===== src/rtl/pc_fetch_ctrl.sv =====
// IF-stage PC register and fetch sequencer (BOOT/RUN/HALT); redirect > accept > stall > idle.
// Optional perf counters enabled by defining PC_PERF_COUNT_EN.
module pc_fetch_ctrl #(
  parameter int unsigned    WIDTH    = 32,
  parameter logic [WIDTH-1:0] RESET_PC = '0
) (
  input  logic             clk,
  input  logic             rst_n,
  input  logic [WIDTH-1:0] pc_plus4_in,
  input  logic             redirect_valid,
  input  logic [WIDTH-1:0] redirect_target,
  input  logic             stall,
  input  logic             halt_req,
  input  logic             resume,
  input  logic             imem_req_ready,
  output logic [WIDTH-1:0] pc_out,
  output logic             imem_req_valid,
  output logic             if_valid,
  output logic [WIDTH-1:0] if_pc,
`ifdef PC_PERF_COUNT_EN
  output logic [31:0]      fetch_count,
  output logic [31:0]      redirect_count,
`endif
  output logic             halted
);

  typedef enum logic [1:0] {
    BOOT = 2'd0,
    RUN  = 2'd1,
    HALT = 2'd2
  } state_t;

  state_t state_q;

  logic halt_go;
  logic accept;

  // halt_req with resume in the same RUN cycle keeps running, so it does not block the accept
  assign halt_go        = (state_q == RUN) && halt_req && !resume;
  assign imem_req_valid = rst_n && (state_q == RUN) && !stall;
  assign accept         = imem_req_valid && imem_req_ready && !halt_go;
  assign halted         = rst_n && (state_q == HALT);

  always_ff @(posedge clk) begin
    if (!rst_n) begin
      state_q  <= BOOT;
      pc_out   <= RESET_PC;
      if_valid <= 1'b0;
      if_pc    <= '0;
    end else begin
      case (state_q)
        BOOT:    state_q <= RUN;
        RUN:     if (halt_go) state_q <= HALT;
        HALT:    if (resume) state_q <= RUN;
        default: state_q <= BOOT;
      endcase

      if (redirect_valid) begin
        pc_out   <= redirect_target;
        if_valid <= 1'b0;
      end else if (accept) begin
        pc_out   <= pc_plus4_in;
        if_pc    <= pc_out;
        if_valid <= 1'b1;
      end else if (!stall) begin
        if_valid <= 1'b0;
      end
    end
  end

`ifdef PC_PERF_COUNT_EN
  always_ff @(posedge clk) begin
    if (!rst_n) begin
      fetch_count    <= '0;
      redirect_count <= '0;
    end else begin
      if (accept)         fetch_count    <= fetch_count + 32'd1;
      if (redirect_valid) redirect_count <= redirect_count + 32'd1;
    end
  end
`endif

endmodule

===== config.mk =====
export PLATFORM = sky130hd
export DESIGN_NAME = pc_fetch_ctrl
export DESIGN_NICKNAME = d
export VERILOG_FILES = /design/src/rtl/pc_fetch_ctrl.sv
export SDC_FILE = /design/constraint.sdc
export NUM_CORES = 1
export LEC_CHECK = 0
export BUFFER_PORTS_ARGS = -buffer_cell sky130_fd_sc_hd__buf_2
export CAP_MARGIN = 20
export CORE_MARGIN = 2
export CORE_UTILIZATION = 48
export CTS_BUF_LIST = sky130_fd_sc_hd__clkbuf_4
export CTS_CLUSTER_DIAMETER = 100
export DETAILED_ROUTE_END_ITERATION = 16
export GPL_ROUTABILITY_DRIVEN = 0
export PLACE_DENSITY = 0.92
export SYNTH_ARGS = -nofsm -noshare
export SYNTH_HDL_FRONTEND = slang
export SYNTH_SLANG_ARGS = --single-unit

===== constraint.sdc =====
create_clock -name clk -period 1.6 [get_ports clk]
set_clock_uncertainty 0.2 [all_clocks]
set_input_delay 0.08 -clock clk [delete_from_list [all_inputs] [get_ports clk]]
set_output_delay 0.08 -clock clk [all_outputs]
set_load 0.005 [all_outputs]

==> results of run 1 <==
## Yosys cell counts (all sizes together)
cell	count
mux2	1
mux2i	64
and3b	2
clkbuf	12
o21ai	1
a32o	1
nor3b	1
and4bb	1
a31oi	1
o211ai	32
nand4b	1
nand2b	34
a21oi	1
nand2	65
dfxtp	67
buf	12
## power breakdown
| part | internal (mW) | switching (mW) | leakage [nW] |
|---|---|---|---|
| Combinational | 0.362 | 0.264 | 1.64 |
| Clock | 0.359 | 0.567 | 0.0662 |
| Sequential | 1.74 | 0.0358 | 0.548 |
## per-layer routing
| metal | vias up | wire length [um] | global-route usage (%) |
|---|---|---|---|
| li1 | 1429 | - | - |
| met3 | 16 | 458 | 5.98 |
| met2 | 119 | 4780 | 49.8 |
| met4 | 0 | 173 | 13.2 |
| met5 | - | 0 | 0 |
| met1 | 1364 | 3220 | 26.4 |
## registers in the layout (all words and copies together), names as in the netlist
name,cells
state_q,2
if_pc,32
if_valid,1
pc_out,32
## logic make-up after synthesis
| kind of cell | count (synthesis) |
|---|---|
| flops | 67 |
| compound gates | 36 |
| buf+inv | 24 |
| mux | 65 |
| simple gates | 104 |
## final timing paths
path	start	to	slack [ns]	cells after the start
worst max-delay path	resume	pc_out[5]$_SDFFE_PN0P_	-0.01	6
worst min-delay path	rst_n	state_q[0]$_SDFFE_PN0P_	0.04	4
worst min register to register	if_pc[31]$_SDFFE_PN0P_	if_pc[31]$_SDFFE_PN0P_	0.27	2
worst max register to register	state_q[1]$_SDFFE_PN0P_	pc_out[5]$_SDFFE_PN0P_	0.04	4
## final cells by class
cell class | instances | share of cell area [%]
clock inverter | 4 | 0.390
tap | 75 | 2.09
timing repair buffer | 214 | 33.1
sequential | 67 | 29.9
clock buffer | 12 | 2.01
multi-input combinational | 205 | 32.5
antenna | 1 | 0.0557
## metrics by stage
stage	cells	instance area, um2	TNS (ns)	hold slack, ns	util (%)
after CTS	577	4480	0	0.0342	75.7
after global placement	492	3690	0	0.0847	62.3
final	578	4490	-0.0123	0.0380	75.8
after detailed placement	492	3690	0	0.0925	62.3
after global routing	578	4490	0	0.0556	75.8
after floorplan	296	2940	0	-0.0446	-
## critical path, stage by stage
cell and delay, ns:
dlygate4sd3_1 0.53, buf_2 0.14, nand2b_1 0.24, a31oi_4 0.25, buf_12 0.22, mux2i_2 0.26
## what timing repair did
item,CTS,global route
resized for setup,0,1
hold buffers,69,0
endpoints found under the setup margin,0,7
endpoints found under the hold margin,35,0
buffers inserted,0,0
==> flow_metrics.env, run 1 <==
export IMPL_gr_usage_all_layers_pct=26.2
export IMPL_cts_sinks=67
export IMPL_cts_buffers=9
export IMPL_syn_instance_count=296
export IMPL_register_area_um2=1340
export IMPL_total_power_mw=3.33
export IMPL_startpoint_type="input pin"
export IMPL_synthXorXnorAreaFrac_pct=0
export IMPL_fillerInstances=404
export IMPL_end_kind="register"
export IMPL_netlist_area_um2=2940
export IMPL_pin_count=138
export IMPL_synth_top_area_share_pct=45.6
export IMPL_hp_class="input pin to register"
export IMPL_setup_viol=1
export IMPL_power_density_nw_per_um2=741
export IMPL_leakage_nw=2.25
export IMPL_drc=0
export IMPL_irDropWorstVdd_mv=0.462
export IMPL_ys_seq_elements=67
export IMPL_rows=28
export IMPL_min_period_over_period_pct=101
export IMPL_h_tree_depth=3
export IMPL_dp_slack_ns=0.112
export IMPL_die_h_um=82.3
export IMPL_grt_max_degree=101
export IMPL_final_min_clock_period_ns=1.61
export IMPL_synthMuxAreaShare_pct=22.2
export IMPL_ys_types=18
export IMPL_clk_pin_slew_ns=0.11
export IMPL_core_um2=5920
export IMPL_grt_first_pass_wirelength_um=13400
export IMPL_violations="setup timing"
export IMPL_avgRoutedWirePerCell_um=14.9
export IMPL_drive_above_1_share_pct=32.7
export IMPL_ys_top_cells_by_area="dfxtp_1, mux2i_1, nand2_1, o211ai_1, nand2b_1"
export IMPL_synth_nets=367
export IMPL_final_cell_mix="buf_2, dlygate4sd3_1, dfxtp_1, nand2_1, mux2i_1"
export IMPL_syn_to_final_growth_pct=52.7
export IMPL_worst_slew_pin_slew_ns=0.410
export IMPL_cts_tree="done"
export IMPL_viasPerCell=5.07
export IMPL_synth_fa_ha_area_share_pct=0
export IMPL_status="finished with violations"
export IMPL_synth_top_family_by_area="multiplexers"
export IMPL_setup_slack_ns=-0.0123
export IMPL_nets=568
export IMPL_fmax_mhz=620
export IMPL_start_util_pct=49.7
export IMPL_firstDrtPassIters=4
export IMPL_worstPathMaxFanout=17
export IMPL_insertion_delay_ns=0.38
export IMPL_slew_violations=0
export IMPL_antenna_found_initial=1
export IMPL_dieArea_um2=6770
export IMPL_rsz0062_at_grt="no"
export IMPL_worst_setup_path_type="input pin to register"
export IMPL_synth_warnings=0
export IMPL_yosys_area_top_type="dfxtp_1"
export IMPL_yosys_area_share_simple_pct=17.7
export IMPL_max_cap_viol_count=0
export IMPL_postSynthAreaPerCell_um2=9.94
export IMPL_port_buffers=137
export IMPL_synth_compound_area_share_pct=9.57
export IMPL_layout_commonest_cell="buf_2"
export IMPL_dr_total_vias=2928
export IMPL_ant_nets=0
export IMPL_cp_required_ns=1.70
export IMPL_routed_wl_um=8630
export IMPL_gr_total_overflow=0
export IMPL_root_buffer="clkbuf_4"
export IMPL_grt_pass1_vias=3037
export IMPL_multiInputGateArea_um2=1460
export IMPL_crit_arrival_ns=1.71
export IMPL_dp_final_hpwl_um=4890
export IMPL_clk_path_buf_depth=2
export IMPL_yosysSeqAreaShare_pct=45.6
export IMPL_die_w_um=82.3
export IMPL_slew_headroom_pct=72.7
export IMPL_hold_viol_final=0
export IMPL_drt_iter0_markers=87
(Power assumes the default switching activity.)
==> run 2, diff against run 1 <==
--- a/config.mk
+++ b/config.mk
@@ -11,6 +11,7 @@
 export CORE_UTILIZATION = 48
 export CTS_BUF_LIST = sky130_fd_sc_hd__clkbuf_4
 export CTS_CLUSTER_DIAMETER = 100
+export CTS_CLUSTER_SIZE = 30
 export DETAILED_ROUTE_END_ITERATION = 16
 export GPL_ROUTABILITY_DRIVEN = 0
 export PLACE_DENSITY = 0.92
==> constraint.sdc (replaced) <==
create_clock -name clk -period 1.5 [get_ports clk]
set_clock_uncertainty 0.2 [all_clocks]
set_input_delay 0.075 -clock clk [delete_from_list [all_inputs] [get_ports clk]]
set_output_delay 0.075 -clock clk [all_outputs]
set_load 0.005 [all_outputs]
==> run 2 against run 1 <==
The run still ends with setup timing left. Combinational power grew 15%. Sequential share of layout area shrank 0.69 points. Clock power grew 2%. Worst hold slack lost 0.0031 ns. Register-to-register slack lost 0.12 ns. Wire length grew 6.4%. Clock-buffer cell count shrank 2.
==> flow_metrics.env, run 2 (synthesis results as in run 1) <==
export IMPL_end_kind="register"
export IMPL_nets=573
export IMPL_reg2reg_slack_ns=-0.08
export IMPL_final_min_clock_period_ns=1.58
export IMPL_hp_class="input pin to register"
export IMPL_status="finished with violations"
export IMPL_die_w_um=82.3
export IMPL_drt_iter0_markers=85
export IMPL_drive_above_1_share_pct=33.8
export IMPL_fillerInstances=392
export IMPL_dp_final_hpwl_um=5060
export IMPL_min_period_over_period_pct=105
export IMPL_clk_path_buf_depth=2
export IMPL_hold_viol_final=0
export IMPL_power_density_nw_per_um2=772
export IMPL_num_antenna_cells=0
export IMPL_cts_tree="done"
export IMPL_slew_headroom_pct=73.5
export IMPL_port_buffers=137
export IMPL_root_buffer="clkbuf_4"
export IMPL_grt_pass1_vias=2894
export IMPL_tns_ns=-1.33
export IMPL_crit_arrival_ns=1.68
export IMPL_worst_setup_path_type="register to register"
export IMPL_avgRoutedWirePerCell_um=15.8
export IMPL_worst_slew_pin_slew_ns=0.397
export IMPL_viasPerCell=5.09
export IMPL_start_util_pct=49.7
export IMPL_clk_pin_slew_ns=0.11
export IMPL_die_h_um=82.3
export IMPL_fmax_mhz=633
export IMPL_final_cells=581
export IMPL_reg2reg_depth=5
export IMPL_irDropWorstVdd_mv=0.526
export IMPL_critPathCapture="pc_out[12]$_SDFFE_PN0P_"
export IMPL_setup_viol=37
export IMPL_insertion_delay_ns=0.40
export IMPL_syn_to_final_growth_pct=56.6
export IMPL_final_cell_mix="buf_2, dlygate4sd3_1, nand2_1, dfxtp_1, mux2i_1"
export IMPL_leakage_nw=2.30
export IMPL_dr_total_vias=2958
export IMPL_max_cap_viol_count=0
export IMPL_antenna_found_initial=0
export IMPL_multiInputGateArea_um2=1470
export IMPL_total_power_mw=3.56
export IMPL_cp_required_ns=1.60
export IMPL_slew_violations=0
export IMPL_dieArea_um2=6770
export IMPL_startpoint_type="register"
export IMPL_grt_max_degree=101
export IMPL_critical_path_startpoint="state_q[1]$_SDFFE_PN0P_"
export IMPL_cts_buffers=9
export IMPL_rsz0062_at_grt="yes"
export IMPL_gr_usage_all_layers_pct=25.6
export IMPL_pin_count=138
export IMPL_layout_commonest_cell="buf_2"
export IMPL_drc=0
export IMPL_worstPathMaxFanout=5
export IMPL_routed_wl_um=9180
export IMPL_core_um2=5920
export IMPL_gr_total_overflow=0
export IMPL_h_tree_depth=3
export IMPL_rows=28
export IMPL_r2r_start="state_q[1]$_SDFFE_PN0P_"
export IMPL_reg_top3="if_pc x32, pc_out x32, state_q x2"
export IMPL_register_area_um2=1340
export IMPL_grt_first_pass_wirelength_um=13000
export IMPL_setup_slack_ns=-0.0797
export IMPL_violations="setup timing"
export IMPL_dp_cells=493
export IMPL_firstDrtPassIters=7
export IMPL_r2r_end="pc_out[12]$_SDFFE_PN0P_"
export IMPL_cts_sinks=67
export IMPL_ant_nets=0
## run 2: cell types whose count changed in the layout (fill, tap and decap cells not counted), moves of 2 or more
cell / previous run / this run
buf_12: 4 / 6
clkbuf_16: 0 / 3
clkbuf_4: 12 / 10
dfxtp_1: 67 / 65
dfxtp_2: 0 / 2
mux2i_1: 63 / 61
mux2i_2: 1 / 3
## run 2: layout make-up
class / instances / share of cell area (%)
Sequential cell: 67 / 29.2
Timing Repair Buffer: 219 / 34.9
Tap cell: 75 / 2.04
Clock buffer: 10 / 1.63
Clock inverter: 5 / 0.462
Multi-Input combinational cell: 205 / 31.8
## run 2: report_power, final
| group | leakage, nW | switching, mW | internal, mW |
|---|---|---|---|
| Combinational | 1.70 | 0.302 | 0.417 |
| Clock | 0.0585 | 0.612 | 0.330 |
| Sequential | 0.548 | 0.0389 | 1.86 |
| Total | 2.30 | 0.953 | 2.60 |
## run 2: metal layers
metal  vias up  share of wire [%]  GRT usage [%]
met1      1387                 39           26.4
met3        26                4.4           4.78
met5         -                  0              0
li1       1434                  -              -
met4         0                3.0           14.7
met2       111                 53           47.7
## run 2: critical path, stage by stage (launching register included)
cell and delay [ns]:
dfxtp_2 0.34, and4bb_4 0.35, a31oi_4 0.10, buf_12 0.16, buf_12 0.14, mux2i_1 0.19
## run 2: what timing repair did
| item | 4_1_cts | 5_1_grt |
|---|---|---|
| endpoints found under the hold margin | 35 | 0 |
| cloned | 0 | 3 |
| setup endpoints to repair | 4 | 64 |
| hold buffers | 69 | 0 |
| pin swaps | 0 | 1 |
| resized for setup | 2 | 4 |
| buffers inserted | 0 | 1 |
## run 2: metrics by stage
step / hold slack, ns / setup slack, ns / utilization [%] / cell area [um2]
final: 0.0348 / -0.0797 / 77.8 / 4610
after global routing: 0.0395 / -0.0893 / 77.8 / 4610
after global placement: 0.0792 / 0.0871 / 62.6 / 3710
after detailed placement: 0.0867 / -0.0127 / 62.6 / 3710
after floorplan: -0.0496 / 0.0549 / - / 2940
after CTS: 0.0277 / -0.0375 / 76.0 / 4500
## run 2: worst min path at each step
stage | start | to | slack, ns | cells after the start
6_report | rst_n | state_q[0]$_SDFFE_PN0P_ | 0.03 | 4
5_1_grt | rst_n | state_q[0]$_SDFFE_PN0P_ | 0.04 | 4
4_1_cts | rst_n | state_q[0]$_SDFFE_PN0P_ | 0.03 | 4
3_5_place_dp | resume | state_q[1]$_SDFFE_PN0P_ | 0.09 | 2
3_3_place_gp | resume | state_q[1]$_SDFFE_PN0P_ | 0.08 | 2
2_1_floorplan | resume | state_q[1]$_SDFFE_PN0P_ | -0.05 | 1
==> run 3, diff against run 2 <==
--- a/config.mk
+++ b/config.mk
@@ -8,13 +8,12 @@
 export BUFFER_PORTS_ARGS = -buffer_cell sky130_fd_sc_hd__buf_2
 export CAP_MARGIN = 20
 export CORE_MARGIN = 2
-export CORE_UTILIZATION = 48
-export CTS_BUF_LIST = sky130_fd_sc_hd__clkbuf_4
+export CORE_UTILIZATION = 46
 export CTS_CLUSTER_DIAMETER = 100
 export CTS_CLUSTER_SIZE = 30
 export DETAILED_ROUTE_END_ITERATION = 16
 export GPL_ROUTABILITY_DRIVEN = 0
-export PLACE_DENSITY = 0.92
+export PLACE_DENSITY = 0.89
 export SYNTH_ARGS = -nofsm -noshare
 export SYNTH_HDL_FRONTEND = slang
 export SYNTH_SLANG_ARGS = --single-unit
==> run 3 against run 2 <==
The run ends with hold timing, setup timing left. Clock-buffer cell count increased by 3. Die area increased by 4.1%. Register-to-register slack improved by 0.03 ns. Clock power grew 57%. Global-route usage up 0.24 points. Design area decreased by 0.30%. Via count shrank 0.20%. Sequential power barely moved. Final cell count down 1.2%. Non-clock buffer count fell by 9. Combinational power shrank 7.4%. Critical path depth unchanged.
==> flow_metrics.env, run 3 (synthesis results as in run 1) <==
export IMPL_status="finished with violations"
export IMPL_violations="hold timing, setup timing"
export IMPL_viasPerCell=5.14
export IMPL_min_period_over_period_pct=104
export IMPL_firstDrtPassIters=4
export IMPL_reg_top3="if_pc x32, pc_out x32, state_q x2"
export IMPL_pin_count=138
export IMPL_start_util_pct=46.9
export IMPL_slew_headroom_pct=72.5
export IMPL_placed_area_um2=3700
export IMPL_worst_setup_path_type="register to register"
export IMPL_drc=0
export IMPL_reg2reg_depth=5
export IMPL_avgRoutedWirePerCell_um=16.1
export IMPL_num_antenna_cells=0
export IMPL_fin_util_pct=73.2
export IMPL_total_power_mw=4.04
export IMPL_crit_arrival_ns=1.59
export IMPL_root_buffer="clkbuf_8"
export IMPL_gr_total_overflow=0
export IMPL_ant_nets=0
export IMPL_leakage_nw=2.33
export IMPL_cts_sinks=67
export IMPL_rows=29
export IMPL_routed_wl_um=9210
export IMPL_setup_viol=30
export IMPL_cp_slowest_cell="dfxtp_2"
export IMPL_end_kind="register"
export IMPL_hold_viol_final=4
export IMPL_die_h_um=84.0
export IMPL_dp_slack_ns=-0.0561
export IMPL_clk_pin_slew_ns=0.07
export IMPL_design_area_um2=4590
export IMPL_reg2reg_slack_ns=-0.05
export IMPL_grt_first_pass_wirelength_um=14600
export IMPL_irDropWorstVdd_mv=0.674
export IMPL_fillerInstances=439
export IMPL_syn_to_final_growth_pct=56.1
export IMPL_h_tree_depth=3
export IMPL_grt_pass1_vias=3163
export IMPL_final_min_clock_period_ns=1.55
export IMPL_cts_buffers=9
export IMPL_dp_final_hpwl_um=4860
export IMPL_hp_class="input pin to register"
export IMPL_worst_slew_pin_slew_ns=0.413
export IMPL_core_um2=6280
export IMPL_dr_total_vias=2952
export IMPL_port_buffers=137
export IMPL_r2r_start="state_q[0]$_SDFFE_PN0P_"
export IMPL_worstPathMaxFanout=11
export IMPL_holdCritStartpoint="redirect_target[27]"
export IMPL_fin_hold_ws_ns=-0.0501
export IMPL_cp_slowest_stage_delay_ns=0.34
export IMPL_max_cap_viol_count=0
export IMPL_insertion_delay_ns=0.32
export IMPL_drive_above_1_share_pct=33.6
export IMPL_slew_violations=0
export IMPL_tns_ns=-0.495
export IMPL_hold_end="pc_out[27]$_SDFFE_PN0P_"
export IMPL_nets=564
export IMPL_power_density_nw_per_um2=881
export IMPL_whs_path_depth=4
export IMPL_crit_chain="and4bb_4 -> a31oi_4 -> buf_12 -> buf_12 -> mux2i_1"
export IMPL_dieArea_um2=7050
export IMPL_clk_path_buf_depth=2
export IMPL_setup_slack_ns=-0.0546
export IMPL_final_cell_mix="buf_2, nand2_1, dfxtp_1, mux2i_1, dlygate4sd3_1"
export IMPL_r2r_end="pc_out[22]$_SDFFE_PN0P_"
export IMPL_cp_required_ns=1.54
export IMPL_fmax_mhz=643
export IMPL_startpoint_type="register"
export IMPL_cp_common_cell="buf_12"
export IMPL_rsz0062_at_grt="yes"
export IMPL_drt_iter0_markers=86
export IMPL_grt_max_degree=101
export IMPL_layout_commonest_cell="buf_2"
export IMPL_antenna_found_initial=0
export IMPL_cts_tree="done"
export IMPL_gr_usage_all_layers_pct=25.8
export IMPL_die_w_um=84.0
==> run 3: how the worst max path moves through the flow <==
stage                                          to  cells past startpoint               startpoint
after CTS                 pc_out[14]$_SDFFE_PN0P_                      4  state_q[0]$_SDFFE_PN0P_
after global routing      pc_out[14]$_SDFFE_PN0P_                      5  state_q[0]$_SDFFE_PN0P_
final                     pc_out[22]$_SDFFE_PN0P_                      5  state_q[0]$_SDFFE_PN0P_
after global placement    pc_out[17]$_SDFFE_PN0P_                      4  state_q[0]$_SDFFE_PN0P_
after detailed placement  pc_out[14]$_SDFFE_PN0P_                      4  state_q[0]$_SDFFE_PN0P_
after floorplan           pc_out[10]$_SDFFE_PN0P_                      4  state_q[1]$_SDFFE_PN0P_
==> run 3: layout make-up <==
class / instances / area (um2) / share of cell area (%)
multi-input combinational: 205 / 1460 / 31.7
sequential: 67 / 1340 / 29.3
clock buffer: 13 / 159 / 3.46
timing repair buffer: 210 / 1500 / 32.7
tap: 77 / 96.3 / 2.10
clock inverter: 2 / 35.0 / 0.763
==> run 3: power breakdown <==
group	total [mW]	leakage, nW	switching (mW)	internal [mW]
sequential	1.90	0.548	0.0412	1.86
combinational	0.666	1.69	0.287	0.379
clock	1.48	0.0995	0.631	0.850
total	4.04	2.33	0.959	3.09
==> run 3: critical path: cells and delay by family (launching register included) <==
kind | cells | cell delay [ns]
mux | 1 | 0.23
simple gates | 1 | 0.23
buf+inv | 2 | 0.29
flops | 1 | 0.34
compound gates | 1 | 0.18
==> run 3: metrics by stage <==
step	std cells	hold slack [ns]
global placement	494	0.0773
CTS	575	0.00690
global route	574	0.00691
detailed placement	494	0.0873
finish	574	-0.0501
floorplan	296	-0.0496
==> run 3: what timing repair did <==
action,4_1_cts,5_1_grt
resized for setup,1,2
pin swaps,1,1
gates cloned,0,2
setup buffers,0,1
hold endpoints to repair,35,0
hold buffers,66,0
setup endpoints to repair,23,46
==> run 3: routing by layer <==
layer | GRT usage, % | vias up | routed length, um
met5 | 0 | - | 0
met4 | 13.2 | 0 | 377
met3 | 5.34 | 37 | 436
met2 | 49.2 | 114 | 4980
met1 | 26.1 | 1384 | 3420
li1 | - | 1417 | -
